$ cat src/rtl/drv_switch_pkg.sv
// drv_switch_pkg: shared constants, hold-state type and width helper for the switch driver
package drv_switch_pkg;
  localparam int PULLUP = 0;
  localparam int PULLDOWN = 1;
  typedef enum logic [1:0] {IDLE, HELD, REPT} hold_t;
  function automatic int hc_width(input int lng, input int rpt);
    return $clog2(lng + rpt) + 1;
  endfunction
endpackage

$ cat src/rtl/drv_switch_ch.sv
// drv_switch_ch: per-channel synchroniser, debounce, event registers and hold FSM
module drv_switch_ch import drv_switch_pkg::*; #(
  parameter int p_db = 4,
  parameter int p_long = 64,
  parameter int p_rept = 16,
  parameter int p_mode = PULLUP
) (
  input  logic clk,
  input  logic rst,
  input  logic tick,
  input  logic sw,
  output logic press,
  output logic click,
  output logic rel,
  output logic lng,
  output logic rep,
  output logic toggle
);
  localparam logic REL_LVL = (p_mode == PULLUP);
  localparam int HW = hc_width(p_long, p_rept);
  logic s1, s2, pr, flip, long_n, rep_n;
  logic [7:0] dc;
  logic [HW-1:0] hc, hc_n, hc_inc;
  hold_t state, state_n;
  assign pr = s2 ^ REL_LVL;
  assign flip = tick && (pr != press) && (dc == 8'(p_db - 1));
  assign hc_inc = hc + 1'b1;
  always_ff @(posedge clk) begin
    if (rst) begin
      s1 <= REL_LVL;
      s2 <= REL_LVL;
      dc <= '0;
      press <= 1'b0;
      click <= 1'b0;
      rel <= 1'b0;
      toggle <= 1'b0;
      lng <= 1'b0;
      rep <= 1'b0;
      hc <= '0;
      state <= IDLE;
    end else begin
      s1 <= sw;
      s2 <= s1;
      dc <= (pr == press || flip) ? 8'd0 : tick ? dc + 8'd1 : dc;
      press <= press ^ flip;
      click <= flip && pr;
      rel <= flip && !pr;
      toggle <= toggle ^ (flip && pr);
      lng <= long_n;
      rep <= rep_n;
      hc <= hc_n;
      state <= state_n;
    end
  end
  // while held, a debounced edge can only be the release
  always_comb begin
    state_n = state;
    hc_n = hc;
    long_n = 1'b0;
    rep_n = 1'b0;
    case (state)
      IDLE: if (flip && pr) begin
        state_n = HELD;
        hc_n = '0;
      end
      HELD, REPT: if (flip) state_n = IDLE;
      else if (tick) begin
        hc_n = hc_inc;
        if (hc_inc == (state == HELD ? HW'(p_long) : HW'(p_rept))) begin
          long_n = (state == HELD);
          rep_n = 1'b1;
          hc_n = '0;
          state_n = REPT;
        end
      end
      default: state_n = IDLE;
    endcase
  end
endmodule

$ cat src/rtl/drv_switch_ext_w.sv
// drv_switch_ext_w: row switch driver with shared prescaler, per-channel events and click encoder
module drv_switch_ext_w import drv_switch_pkg::*; #(
  parameter int p_width = 4,
  parameter int p_scale = 5,
  parameter int p_db = 4,
  parameter int p_long = 64,
  parameter int p_rept = 16,
  parameter int p_mode = PULLUP,
  localparam int CW = (p_width > 1) ? $clog2(p_width) : 1
) (
  input  logic               i_clk,
  input  logic               i_rst,
  input  logic [p_width-1:0] i_drv_sw,
  output logic [p_width-1:0] o_press,
  output logic [p_width-1:0] o_click,
  output logic [p_width-1:0] o_release,
  output logic [p_width-1:0] o_long,
  output logic [p_width-1:0] o_repeat,
  output logic [p_width-1:0] o_toggle,
  output logic               o_toggle_common,
  output logic [CW-1:0]      o_code,
  output logic               o_code_valid
);
  logic [p_scale-1:0] pc;
  logic tick;
  assign tick = &pc;
  always_ff @(posedge i_clk) begin
    if (i_rst) pc <= '0;
    else pc <= pc + 1'b1;
  end
  for (genvar i = 0; i < p_width; i++) begin : g_ch
    drv_switch_ch #(.p_db(p_db), .p_long(p_long), .p_rept(p_rept), .p_mode(p_mode)) u_ch (
      .clk(i_clk), .rst(i_rst), .tick(tick), .sw(i_drv_sw[i]),
      .press(o_press[i]), .click(o_click[i]), .rel(o_release[i]),
      .lng(o_long[i]), .rep(o_repeat[i]), .toggle(o_toggle[i])
    );
  end
  assign o_toggle_common = |o_toggle;
  assign o_code_valid = |o_click;
  // scan downwards so the lowest clicking channel is written last
  always_comb begin
    o_code = '0;
    for (int k = p_width - 1; k >= 0; k--) o_code = o_click[k] ? CW'(k) : o_code;
  end
endmodule

$ cat config.mk
export PLATFORM = sky130hd
export DESIGN_NAME = drv_switch_ext_w
export DESIGN_NICKNAME = d
export VERILOG_FILES = /design/src/rtl/drv_switch_pkg.sv /design/src/rtl/drv_switch_ch.sv /design/src/rtl/drv_switch_ext_w.sv
export SDC_FILE = /design/constraint.sdc
export NUM_CORES = 1
export LEC_CHECK = 0
export ABC_AREA = 1
export CAP_MARGIN = 5
export CELL_PAD_IN_SITES_DETAIL_PLACEMENT = 0
export CELL_PAD_IN_SITES_GLOBAL_PLACEMENT = 1
export CORE_ASPECT_RATIO = 1.75
export CORE_MARGIN = 1.5
export CORE_UTILIZATION = 48
export CTS_BUF_LIST = sky130_fd_sc_hd__clkbuf_4 sky130_fd_sc_hd__clkbuf_8
export DETAILED_ROUTE_END_ITERATION = 10
export GPL_ROUTABILITY_DRIVEN = 0
export HOLD_SLACK_MARGIN = 0.02
export PLACE_DENSITY = 0.93
export SETUP_SLACK_MARGIN = 0.2
export SLEW_MARGIN = 40
export SYNTH_ARGS = -nofsm -noshare
export SYNTH_HDL_FRONTEND = slang
export SYNTH_HIERARCHICAL = 1
export SYNTH_SLANG_ARGS = --single-unit
$ cat constraint.sdc
create_clock -name i_clk -period 3.5 [get_ports i_clk]
set_input_delay 1.05 -clock i_clk [delete_from_list [all_inputs] [get_ports i_clk]]
set_output_delay 1.05 -clock i_clk [all_outputs]
set_load 0.01 [all_outputs]
==> metrics.yaml <==
logic_synthesis:
  synth_top_family_by_area: "simple AND/OR/NAND/NOR gates"
  synth.top_cell.area_share_pct: 39.2
  synth_seq_cells: 109
  synth_adder_area_share_pct: 4.94
  synth.avg_cell_area_um2: 6.90
  yosys.area.top_type: "dfxtp_1"
  synth_common_cells: "nand2_1, dfxtp_1, nor2_1, inv_1, a21oi_1"
  yosysUniqueCellTypes: 26
  ys.flop_type: "dfxtp_1"
  synthCells: 807
  synth_warnings: 6
  synth_seq_area_share_pct: 39.2
  synthMuxAreaShare_pct: 0
  yosys.area_share.xor_xnor_pct: 0.629
  synth-compound-area-share_pct: 13.2
  async_reset_ff_share_pct: 0
  synth_edf_count: 0
  synth_nets: 835
  synthSimpleGateAreaFrac_pct: 32.7
  yosysMostFrequentCell: "nand2_1"
  syn_area_um2: 5570
  ys_top_cells_by_area: "dfxtp_1, nand2_1, nor2_1"
power:
  switching_share_pct: 20.9
  seq_power_share_pct: 56.0
  p_per_area_nw_per_um2: 357
  finalPower_mw: 2.23
  p_leak_nw: 2.35
  ir_worst_vdd_mv: 0.398
  p_int_mw: 1.77
  power_frac_comb_pct: 2.2
  p_clk_share_pct: 41.8
  p_sw_uw: 467
sta:
  post-route-period-util_pct: 75.4
  relSlewSlack_pct: 68.2
  rsz0062_at_grt: "false"
  fin_setup_tns_ns: 0
  finClkSkew_ns: 0.00882
  timing.final.crit_period_ns: 2.64
  final_hold_viol_count: 0
  slew_viol_final: 0
  setup_violations: 0
  worst_slew_pin_slew_ns: 0.476
  clock.fmax_mhz: 379
clock_tree:
  clk_pin_slew_ns: 0.10
  cts_root_buf: "clkbuf_8"
  clk_path_buf_depth: 2
  cts_setup_buffers: 0
  ctsResizeCount: 0
  htreeDepth: 3
  numClockSinks: 109
  clk_latency_ns: 0.37
  cts_inserted_buffers: 9
  hold_buffers: 0
  cts_tree: "done"
global_route:
  grt_max_degree: 41
  track_usage_pct: 19.4
  antenna_found_initial: 0
  grt_overflow: 0
  grt_pass1_wl_um: 20200
  grt_pass1_vias: 4888
cells_and_area:
  final_util_pct: 55.7
  nets: 870
  fin_area_um2: 6260
  area_growth_pct: 12.4
  diodes: 0
  final_cells: 979
  layout-drive-gt1-share_pct: 7.79
drt:
  ant_nets: 0
  routed_wl_um: 11500
  drtPass1Iterations: 6
  routed_via_density: 5.19
  drt_iter0_drc: 174
  dr_total_vias: 5081
  wire_per_inst_um: 11.7
  drc: 0
critical_path:
  critPathArrivalTime_ns: 2.90
  critical_path_class: "flop to flop"
  crit_slowest_cell: "ha_1"
  setup.worst_path.end_class: "flop"
  rrSetupSlack_ns: 0.86
  worstPathMaxFanout: 14
  path_common_cell: "ha_1"
  startpoint_type: "flop"
  path_cells: "ha_1, nand2_1, nor2_1, ha_1, buf_4, inv_1, nor2_2, nand3_2, o21ai_2, nand2_2, o21ai_0, a21oi_1"
  cp_slowest_stage_delay_ns: 0.46
  required_ns: 3.76
placed_design:
  port_buffers: 33
  dp_hpwl_um: 8720
  postPlaceCellArea_um2: 6000
  dp.cells: 963
die:
  die_w_um: 84.4
  core_um2: 11200
  die_h_um: 145
  dieArea_um2: 12300
  ios: 34
  placementRows: 51
  start_util_pct: 49.6
worst_hold_path:
  hp-class: "flop to flop"
status:
  outcome: "completed"
run:
  max-cap-violations: 0
## layout make-up
| cell class | instances | area (um^2) |
|---|---|---|
| tap | 132 | 165 |
| fill | 1125 | 4970 |
| clock buffer | 10 | 138 |
| clock inverter | 6 | 116 |
| timing repair buffer | 36 | 365 |
| sequential | 109 | 2180 |
| multi-input combinational | 573 | 2870 |
| inverter | 113 | 424 |
## cells by family after synthesis
logic type,after synthesis
DFF,109
adders and majority gates,22
buffers and inverters,125
xor gates and xnor gates,4
and+or+nand+nor,419
AOI/OAI and AO/OA,128
## metrics by stage
| stage | worst slack, ns | hold WS [ns] |
|---|---|---|
| 2_1_floorplan | 1.48 | 0.389 |
| 4_1_cts | 0.852 | 0.416 |
| 3_5_place_dp | 0.712 | 0.396 |
| 5_1_grt | 0.608 | 0.437 |
| 3_3_place_gp | 0.774 | 0.393 |
| 6_report | 0.861 | 0.410 |
## power groups by stage
stage	clock, mW	sequential [mW]	combinational (mW)
finish	0.934	1.25	0.0499
global route	1.02	1.25	0.0573
CTS	0.965	1.25	0.0507
detailed placement	0	1.28	0.0505
global placement	0	1.28	0.0491
floorplan	0	1.28	0.0334
## layer usage
metal	track usage (%)	vias to the layer above	routed length [um]
li1	-	2653	-
met1	21.2	2334	4910
met2	36.4	74	6050
met3	2.84	20	307
met4	8.23	0	238
met5	0	-	0
## path summary, 6_finish.rpt
| kind | startpoint | end | cells past startpoint |
|---|---|---|---|
| worst max register to register | pc[0]$_SDFF_PP0_ | g_ch[3].u_ch/hc[5]$_SDFFE_PP0P_ | 12 |
| worst min-delay path | g_ch[3].u_ch/s1$_SDFF_PP1_ | g_ch[3].u_ch/s2$_SDFF_PP1_ | 1 |
| worst max-delay path | pc[0]$_SDFF_PP0_ | g_ch[3].u_ch/hc[5]$_SDFFE_PP0P_ | 12 |
| worst min register to register | g_ch[3].u_ch/s1$_SDFF_PP1_ | g_ch[3].u_ch/s2$_SDFF_PP1_ | 1 |
## flip-flops by register name, summed over array words and instances, names as in the netlist, 5 cells and up
name and cells:
g_ch.u_ch/dc 32, pc 5, g_ch.u_ch/hc 32, g_ch.u_ch/state 8
## worst max-delay path, delay by kind of cell (launching register included)
kind,cells,cell delay (ns)
AOI/OAI and AO/OA,3,0.45
adders and majority gates,2,0.65
buffers and inverters,2,0.38
DFF,1,0.39
and+or+nand+nor,5,0.67
## layout by cell type (no fill, tap or decap), types with 10 or more instances in the layout
cell type        instances
dfxtp_1                109
inv_1                  105
nor3_1                  20
a21oi_1                 76
nand3_1                 40
nor2_1                 106
o21ai_0                 24
clkdlybuf4s50_1         33
nand4_1                 21
clkbuf_8                10
ha_1                    22
nand2_1                195
(Power assumes the default switching activity.)
